[config.mk]
export PLATFORM = sky130hd
export DESIGN_NAME = accum_arbiter_flat
export DESIGN_NICKNAME = d
export VERILOG_FILES = /design/src/rtl/accum_arbiter_if.sv /design/src/rtl/accum_arbiter.sv /design/src/flat_wrapper.sv
export SDC_FILE = /design/constraint.sdc
export NUM_CORES = 1
export LEC_CHECK = 0
export ABC_AREA = 0
export CORE_UTILIZATION = 48
export DETAILED_ROUTE_END_ITERATION = 16
export GPL_ROUTABILITY_DRIVEN = 0
export HOLD_SLACK_MARGIN = 0.05
export PLACE_DENSITY_LB_ADDON = 0.05
export SETUP_SLACK_MARGIN = 0.05
export SKIP_LAST_GASP = 1
export SLEW_MARGIN = 10
export SYNTH_ARGS = -nofsm -noshare
export SYNTH_HDL_FRONTEND = slang
export SYNTH_SLANG_ARGS = --single-unit
export TNS_END_PERCENT = 20
[constraint.sdc]
create_clock -name clk -period 6.5 [get_ports clk]
set_input_delay 0.975 -clock clk [delete_from_list [all_inputs] [get_ports clk]]
set_output_delay 0.975 -clock clk [all_outputs]
set_load 0.01 [all_outputs]
[src/rtl/accum_arbiter_if.sv]
// Bundle of request, sample and result handshakes for accum_arbiter.
// out_ovf exists only when ACCUM_ARBITER_SAT_EN is defined.
interface accum_arbiter_if #(
   parameter int NREQ = 4,
   parameter int W    = 16,
   parameter int LENW = 8
);
   localparam int IDW = (NREQ > 1) ? $clog2(NREQ) : 1;

   logic [NREQ-1:0]      req;
   logic [NREQ*LENW-1:0] len;
   logic [NREQ*W-1:0]    in_data;
   logic [NREQ-1:0]      in_valid;
   logic [NREQ-1:0]      in_ready;
   logic [NREQ-1:0]      gnt;
   logic [W-1:0]         out_sum;
   logic [IDW-1:0]       out_id;
   logic                 out_valid;
   logic                 out_ready;
   logic                 busy;
`ifdef ACCUM_ARBITER_SAT_EN
   logic                 out_ovf;
`endif

   modport master (
      output req, len, in_data, in_valid, out_ready,
      input  in_ready, gnt, out_sum, out_id, out_valid, busy
`ifdef ACCUM_ARBITER_SAT_EN
      , input out_ovf
`endif
   );

   modport slave (
      input  req, len, in_data, in_valid, out_ready,
      output in_ready, gnt, out_sum, out_id, out_valid, busy
`ifdef ACCUM_ARBITER_SAT_EN
      , output out_ovf
`endif
   );
endinterface

[src/rtl/accum_arbiter.sv]
// Round-robin shared burst accumulator: one requester at a time streams len samples, sum returned with its id.
// Define ACCUM_ARBITER_SAT_EN for saturating adds and a sticky out_ovf flag; default wraps modulo 2^W.
module accum_arbiter #(
   parameter int NREQ = 4,
   parameter int W    = 16,
   parameter int LENW = 8
) (
   input logic           clk,
   input logic           reset,
   accum_arbiter_if.slave bus
);
   localparam int IDW = (NREQ > 1) ? $clog2(NREQ) : 1;

   typedef enum logic [1:0] {IDLE = 2'd0, ACCUM = 2'd1, DONE = 2'd2} state_t;

   state_t          state, state_nxt;
   logic [NREQ-1:0] gnt_r;
   logic [IDW-1:0]  id_r;
   logic [IDW-1:0]  rr;
   logic [IDW-1:0]  pick;
   logic            found;
   logic [LENW-1:0] lreg;
   logic [LENW-1:0] count;
   logic [W-1:0]    acc;
   logic            xfer;
   logic            last;
   logic            busy_c;
   logic            out_valid_c;
`ifdef ACCUM_ARBITER_SAT_EN
   logic            ovf;
`endif

   logic [LENW-1:0] len_a  [NREQ];
   logic [W-1:0]    data_a [NREQ];

   for (genvar i = 0; i < NREQ; i++) begin : g_unpack
      assign len_a[i]  = bus.len[i*LENW +: LENW];
      assign data_a[i] = bus.in_data[i*W +: W];
   end

   function automatic logic [W-1:0] accum_add(input logic [W-1:0] a, input logic [W-1:0] b);
`ifdef ACCUM_ARBITER_SAT_EN
      logic [W:0] s;
      s = {1'b0, a} + {1'b0, b};
      return s[W] ? {W{1'b1}} : s[W-1:0];
`else
      return a + b;
`endif
   endfunction

`ifdef ACCUM_ARBITER_SAT_EN
   function automatic logic add_carry(input logic [W-1:0] a, input logic [W-1:0] b);
      logic [W:0] s;
      s = {1'b0, a} + {1'b0, b};
      return s[W];
   endfunction
`endif

   // First requesting index at or above the rr pointer, wrapping around.
   always_comb begin
      logic [IDW-1:0] cand;
      found = 1'b0;
      pick  = '0;
      cand  = '0;
      for (int k = 0; k < NREQ; k++) begin
         cand = IDW'((int'(rr) + k) % NREQ);
         if (!found && bus.req[cand]) begin
            found = 1'b1;
            pick  = cand;
         end
      end
   end

   assign xfer = (state == ACCUM) && bus.in_valid[id_r];
   assign last = xfer && (count == lreg - 1'b1);

   always_ff @(posedge clk or negedge reset) begin
      if (!reset) state <= IDLE;
      else        state <= state_nxt;
   end

   always_comb begin
      state_nxt   = state;
      busy_c      = 1'b1;
      out_valid_c = 1'b0;
      case (state)
         IDLE: begin
            busy_c = 1'b0;
            if (found) state_nxt = (len_a[pick] == '0) ? DONE : ACCUM;
         end
         ACCUM: begin
            if (last) state_nxt = DONE;
         end
         DONE: begin
            out_valid_c = 1'b1;
            if (bus.out_ready) state_nxt = IDLE;
         end
         default: state_nxt = IDLE;
      endcase
   end

   // Burst context is captured at grant time; len changes mid-burst are not seen.
   always_ff @(posedge clk or negedge reset) begin
      if (!reset) begin
         gnt_r <= '0;
         id_r  <= '0;
         rr    <= '0;
         lreg  <= '0;
         count <= '0;
         acc   <= '0;
`ifdef ACCUM_ARBITER_SAT_EN
         ovf   <= 1'b0;
`endif
      end else begin
         case (state)
            IDLE: begin
               if (found) begin
                  gnt_r <= {{(NREQ-1){1'b0}}, 1'b1} << pick;
                  id_r  <= pick;
                  lreg  <= len_a[pick];
                  count <= '0;
                  acc   <= '0;
`ifdef ACCUM_ARBITER_SAT_EN
                  ovf   <= 1'b0;
`endif
               end
            end
            ACCUM: begin
               if (xfer) begin
                  acc   <= accum_add(acc, data_a[id_r]);
                  count <= count + 1'b1;
`ifdef ACCUM_ARBITER_SAT_EN
                  ovf   <= ovf | add_carry(acc, data_a[id_r]);
`endif
               end
            end
            DONE: begin
               if (bus.out_ready) begin
                  rr    <= (id_r == IDW'(NREQ-1)) ? '0 : id_r + 1'b1;
                  gnt_r <= '0;
               end
            end
            default: ;
         endcase
      end
   end

   // gnt_r is one-hot on id_r, so it doubles as the in_ready mask while accumulating.
   assign bus.in_ready  = (state == ACCUM) ? gnt_r : '0;
   assign bus.gnt       = gnt_r;
   assign bus.out_sum   = acc;
   assign bus.out_id    = id_r;
   assign bus.out_valid = out_valid_c;
   assign bus.busy      = busy_c;
`ifdef ACCUM_ARBITER_SAT_EN
   assign bus.out_ovf   = ovf;
`endif
endmodule
[src/flat_wrapper.sv]
// flat-port wrapper written by rule: the top's interface ports become plain ports
module accum_arbiter_flat 
#(
   parameter int NREQ = 4,
   parameter int W    = 16,
   parameter int LENW = 8
)
  (clk, reset, bus_req, bus_len, bus_in_data, bus_in_valid, bus_out_ready, bus_in_ready, bus_gnt, bus_out_sum, bus_out_id, bus_out_valid, bus_busy);
  accum_arbiter_if #(.NREQ(NREQ), .W(W), .LENW(LENW)) bus_i ();
  input logic clk;
  input logic reset;
  input wire logic [$bits(bus_i.req)-1:0] bus_req;
  input wire logic [$bits(bus_i.len)-1:0] bus_len;
  input wire logic [$bits(bus_i.in_data)-1:0] bus_in_data;
  input wire logic [$bits(bus_i.in_valid)-1:0] bus_in_valid;
  input wire logic [$bits(bus_i.out_ready)-1:0] bus_out_ready;
  output wire logic [$bits(bus_i.in_ready)-1:0] bus_in_ready;
  output wire logic [$bits(bus_i.gnt)-1:0] bus_gnt;
  output wire logic [$bits(bus_i.out_sum)-1:0] bus_out_sum;
  output wire logic [$bits(bus_i.out_id)-1:0] bus_out_id;
  output wire logic [$bits(bus_i.out_valid)-1:0] bus_out_valid;
  output wire logic [$bits(bus_i.busy)-1:0] bus_busy;
  assign bus_i.req = bus_req;
  assign bus_i.len = bus_len;
  assign bus_i.in_data = bus_in_data;
  assign bus_i.in_valid = bus_in_valid;
  assign bus_i.out_ready = bus_out_ready;
  assign bus_in_ready = bus_i.in_ready;
  assign bus_gnt = bus_i.gnt;
  assign bus_out_sum = bus_i.out_sum;
  assign bus_out_id = bus_i.out_id;
  assign bus_out_valid = bus_i.out_valid;
  assign bus_busy = bus_i.busy;
  accum_arbiter #(.NREQ(NREQ), .W(W), .LENW(LENW)) u_core (.clk(clk), .reset(reset), .bus(bus_i));
endmodule
==> run summary <==
Crit Path Category = in2reg
DPL Wire Length = 7320 µm
sequential area share after synthesis = 0.302
Setup WS post-layout = 2.12 ns
placed inst area = 0.00483 mm²
combinational group share of total power = 0.677
synth unique cells = 49
relative slew slack = 0.354
Skew-Pair Late Insertion Delay = 0.30 ns
Max stage delay on crit path = 0.70 ns
Post-CTS Setup Inserts = 0
Critical Path RT = 6.66 ns
share of cells above drive strength 1 = 0.0717
initial antenna violation count = 0
io pins = 135
Iter 0 DRT Violations = 180
Die Ht = 87.1 µm
ANT cells = 0
most frequent cells in the layout = clkdlybuf4s50_1, nand2_1, dfrtp_1
Pre-antenna DRT Iters = 4
I/O Buffers = 134
clk sink count = 42
Root Driver = clkbuf_8
RSZ-0062 raised after global routing = false
MaxCap Viol Count = 0
Final ANT Viol Nets = 0
first-pass GRT wire length = 15,300 µm
sw power = 0.00103 W
final design utilization = 0.717
Seq pwr share = 0.225
Synth Register Bits = 42
Worst-Margin Slew = 0.944 ns
CTS buffer count = 5
setup TNS = 0 ns
vias = 3,306
maximum clock rate = 0.228 GHz
Async SR Flop Fraction = 1.00
CP max stage cell = a2111oi_0
worst slack, placed = 1.93 ns
CP dominant cell by count = o21ai_0
Peak VDD IR = 0.299 mV
Setup violations, final = 0
global route overflow = 0
vias in the first global route = 3,231
crit path DAT = 4.54 ns
Initial Utilization = 0.503
worst min path class = reg2reg
Vias/cell = 5.66
internal power = 0.00126 W
Final Cell Area = 0.00495 mm²
Critical Path, Cell by Cell = clkdlybuf4s50_1 > mux4_2 > ha_1 > fa_1 > a21oi_1 > o21ai_0 > a2111oi_0 > o31ai_1 > a311oi_1 > xor2_1 > o21ai_0
switch share = 0.450
sequential cell area = 0.00105 mm²
Chip Width = 87.1 µm
Final Hold Viols = 0
cells after synthesis = 362
Tcrit/Tclk final = 0.673
Setup crit end kind = register
die area = 0.00759 mm²
Main synth FF type = dfrtp_1
Synth Warn # = 0
Slew Limit Fails = 0
DRC Markers = 0
Post-layout nets = 613
largest net degree at the start of global routing = 43
largest fanout on the critical path = 3
clock skew = 0.0122 ns
Fill cells = 561
Clk pwr share = 0.098
Multi-input gate area = 0.00229 mm²
gr usage total = 0.258
PwrDens = 461 mW/mm²
wire per inst = 16.3 µm
Pleak = 2.07 nW
hold slack = 0.502 ns
outcome = completed
Layout area overhead = 42.5%
core area = 0.00691 mm²
Worst R2R Setup Slack = 2.40 ns
CTS tree = done
CP delay by family, top = compound AO/OA/AOI/OAI gates
Mapped Area = 0.00348 mm²
commonest non-fill, non-tap cell in the layout = clkdlybuf4s50_1
Post-synth EDFFs = 0
Cell Rows = 30
syn nets = 488
cts repair resizes = 0
H-tree depth = 2
Buf+Inv Stages, Crit Path = 1
clock slew at reported path FFs = 0.10 ns
Mapped Avg Cell Area = 9.60 µm²
Clock Tree Buf Depth = 2
cts hold-fix bufs = 0
crit path time final = 4.38 ns
Post-Route WL = 9490 µm
crit path launch type = primary input
==> cell type report <==
class / instances / area share
repair buffers: 136 / 0.273
clock buffers: 5 / 0.0139
well taps: 96 / 0.0243
flip-flops and latches: 42 / 0.212
multi-input cells: 295 / 0.462
clock inverters: 3 / 0.00985
inverters: 7 / 0.00531
==> path summary, 6_finish.rpt <==
kind                                      start                      to  cells after the start
min                              u_core.lreg[7]          u_core.lreg[7]                      2
min reg2reg                      u_core.lreg[7]          u_core.lreg[7]                      2
min in group asynchronous                 reset          u_core.lreg[6]                      1
max reg2reg                u_core.bus.out_id[1]  u_core.bus.out_sum[14]                     10
max                              bus_in_data[0]  u_core.bus.out_sum[14]                     11
max in group asynchronous                 reset   u_core.bus.out_sum[1]                      1
==> synthesized netlist by cell type, types with 4 or more instances <==
| master | number | area, µm² |
|---|---|---|
| nor2_1 | 16 | 60.1 |
| o21a_1 | 4 | 30.0 |
| o31ai_1 | 6 | 45.0 |
| a21oi_1 | 15 | 75.1 |
| ha_1 | 18 | 225 |
| xor2_1 | 13 | 114 |
| nand2b_1 | 6 | 37.5 |
| a21o_1 | 8 | 60.1 |
| nor3b_1 | 4 | 30.0 |
| mux4_2 | 17 | 383 |
| and2_1 | 6 | 37.5 |
| o21ai_0 | 20 | 100 |
| dfrtp_1 | 42 | 1050 |
| a31oi_1 | 6 | 37.5 |
| nand2_1 | 48 | 180 |
| mux2i_1 | 26 | 260 |
| nor3_1 | 6 | 30.0 |
| clkbuf_1 | 9 | 33.8 |
| nor4_1 | 5 | 31.3 |
| inv_1 | 7 | 26.3 |
| nand4_1 | 4 | 25.0 |
| nand3_1 | 15 | 75.1 |
| xnor2_1 | 15 | 131 |
==> logic make-up (layout without fill, tap and decap cells) <==
logic type      Yosys count  count (layout)  synth area share
xor+xnor                 28              28            0.0706
buf+inv                  25             151            0.0414
mux                      44              44             0.188
fa+ha+maj                19              19            0.0706
compound gates           84              84             0.162
simple gates            120             120             0.165
flops                    42              42             0.302
==> per-stage QoR <==
stage | instances | total power [W]
finish | 584 | 0.00228
global route | 584 | 0.00249
CTS | 584 | 0.00228
detailed placement | 576 | 0.00205
global placement | 576 | 0.00200
floorplan | 362 | 0.00159
==> registers in the layout, indices dropped and copies added (netlist names) <==
| signal | count |
|---|---|
| u_core.bus.out_id | 2 |
| u_core.bus.gnt | 4 |
| u_core.rr | 2 |
| u_core.lreg | 8 |
| u_core.count | 8 |
| u_core.state | 2 |
| u_core.bus.out_sum | 16 |
==> power by group through the flow <==
stage / Sequential [W] / Clock [W] / Combinational, W
4_1_cts: 0.000513 / 0.000227 / 0.00154
3_3_place_gp: 0.000513 / 0 / 0.00149
5_1_grt: 0.000532 / 0.000238 / 0.00172
2_1_floorplan: 0.000501 / 0 / 0.00108
3_5_place_dp: 0.000518 / 0 / 0.00153
6_report: 0.000513 / 0.000224 / 0.00155
==> metal layers <==
layer | up-vias | global-route usage | part of all wire
met5 | - | 0 | 0
met4 | 0 | 0.0775 | 0.018
met3 | 14 | 0.0389 | 0.051
met2 | 112 | 0.424 | 0.48
met1 | 1580 | 0.351 | 0.45
li1 | 1600 | - | -
==> worst min-delay path: cells and delay by family (launching register included) <==
family | cells | cell delay (ns)
DFF | 1 | 0.36
and+or+nand+nor | 2 | 0.11
Power figures use the tool's default switching activity.
==> edit (same flow settings) <==
Encoding of `state_t`: now one-hot (3 bits for 3 states).
--- a/src/rtl/accum_arbiter.sv
+++ b/src/rtl/accum_arbiter.sv
@@ -12,5 +12,5 @@
    localparam int IDW = (NREQ > 1) ? $clog2(NREQ) : 1;
 
-   typedef enum logic [1:0] {IDLE = 2'd0, ACCUM = 2'd1, DONE = 2'd2} state_t;
+   typedef enum logic [2:0] {IDLE = 3'b001, ACCUM = 3'b010, DONE = 3'b100} state_t;
 
    state_t          state, state_nxt;
Function: no difference found for any inputs over 4 cycles, from zero or initial values and one cycle with reset low; so few cycles prove little.
==> edit against the original RTL <==
  * Count of clock-buffer cells in the layout unchanged
  * Total power decreased by 25%
  * Setup slack improved by 0.61 ns
  * Sequential cell count increased by 1
  * First-iteration DRC count decreased by 21%
  * Wire length increased by 1.3%
  * Utilization about the same
  * Largest cell class unchanged
  * Worst hold slack improved by 0.014 ns
  * Critical path type unchanged
  * Area after synthesis increased by 1.4%
  * Clock skew decreased by 0.00086 ns
  * Final area increased by 0.48%
  * Maximum frequency increased by 16%
  * Global-route usage increased by 0.50 points
==> edit: results (changes against the original RTL) <==
.. list-table::
   :header-rows: 1

   * - Metric
     - Value
   * - Clk. pwr
     - 0.183 mW (was 0.224 mW)
   * - Switching component of the power
     - 0.746 mW (was 1.03 mW)
   * - Post-synthesis compound-gate area fraction
     - 23.1% (was 16.2%)
   * - Data arrival time of the critical path
     - 4.00 ns (was 4.54 ns)
   * - Detailed placement HPWL
     - 7.48 mm (was 7.32 mm)
   * - Tightest slew margin relative to the limit
     - 33.2% (was 35.4%)
   * - Slowest cell delay on critical path
     - 0.47 ns (was 0.70 ns)
   * - Unique cell type count in the Yosys netlist
     - 52 (was 49)
   * - Top cells by count, synth
     - sky130_fd_sc_hd__dfrtp_1 (42), sky130_fd_sc_hd__nand2_1 (31), sky130_fd_sc_hd__nand3_1 (26) (was sky130_fd_sc_hd__nand2_1 (48), sky130_fd_sc_hd__dfrtp_1 (42), sky130_fd_sc_hd__mux2i_1 (26))
   * - Syn Nets
     - 503 (was 488)
   * - Seq. pwr
     - 0.468 mW (was 0.513 mW)
   * - Net count reported at finish
     - 623 (was 613)
   * - Cell at the slowest stage of the critical path
     - sky130_fd_sc_hd__mux4_2 (was sky130_fd_sc_hd__a2111oi_0)
   * - Starting DRC count in detailed routing
     - 143 (was 180)
   * - Internal power contribution
     - 0.960 mW (was 1.26 mW)
   * - Sequential fraction of the synthesis area
     - 30.6% (was 30.2%)
   * - Maximum number of pins on one net before global-route repair
     - 44 (was 43)
   * - IR Drop Worst-Case VDD
     - 0.189 mV (was 0.299 mV)
   * - Via count of the first global-routing pass
     - 3404 (was 3231)
   * - Mux cell area share after synthesis
     - 12.0% (was 18.8%)
   * - Filler Cell Count
     - 541 (was 561)
   * - Worst Clk Skew
     - 0.0113 ns (was 0.0122 ns)
   * - Outcome
     - complete, no violations (unchanged)
   * - P_leak
     - 1.94 nW (was 2.07 nW)
   * - Xor and xnor area share after synthesis
     - 6.21% (was 7.06%)
   * - Maximum fanout along the worst path
     - 4 (was 3)
   * - Leading post-synthesis cells by cell area
     - sky130_fd_sc_hd__dfrtp_1 (30%), sky130_fd_sc_hd__mux4_2 (11%), sky130_fd_sc_hd__ha_1 (6.4%) (was sky130_fd_sc_hd__dfrtp_1 (30%), sky130_fd_sc_hd__mux4_2 (11%), sky130_fd_sc_hd__mux2i_1 (7.5%))
-- edit: routing by layer --
| metal | vias to the layer above | wire length, µm | global-route usage (%) |
|---|---|---|---|
| met1 | 1594 | 4180 | 34.8 |
| met3 | 15 | 693 | 5.18 |
| li1 | 1667 | - | - |
| met5 | - | 0 | 0 |
| met2 | 134 | 4550 | 43.8 |
| met4 | 0 | 194 | 7.30 |
-- edit: per-stage QoR --
stage / std cells / cell area [µm²] / utilization (%) / setup slack, ns / hold slack, ns
2_1_floorplan: 377 / 3520 / - / 3.03 / 0.469
3_3_place_gp: 586 / 4880 / 70.3 / 2.52 / 0.494
3_5_place_dp: 586 / 4880 / 70.3 / 2.45 / 0.499
4_1_cts: 594 / 4980 / 71.7 / 2.77 / 0.513
5_1_grt: 594 / 4980 / 71.7 / 2.52 / 0.524
6_report: 594 / 4980 / 71.7 / 2.73 / 0.516
-- edit: final cells by class --
cell class	count	area share, %
clock buffers	5	1.38
clock inverters	3	0.478
inverters	5	0.377
multi-input cells	307	46.7
flip-flops and latches	43	21.6
well taps	96	2.41
repair buffers	135	27.0
-- edit: final timing paths --
| path | from | end | slack, ns | cells after the start |
|---|---|---|---|---|
| max in group asynchronous | reset | u_core.rr[0] | 5.04 | 1 |
| max reg2reg | u_core.bus.out_id[1] | u_core.bus.out_sum[15] | 2.97 | 9 |
| min | u_core.lreg[7] | u_core.lreg[7] | 0.52 | 2 |
| min in group asynchronous | reset | u_core.bus.out_sum[14] | 0.82 | 1 |
| min reg2reg | u_core.lreg[7] | u_core.lreg[7] | 0.52 | 2 |
| max | bus_in_data[5] | u_core.bus.out_sum[15] | 2.73 | 10 |
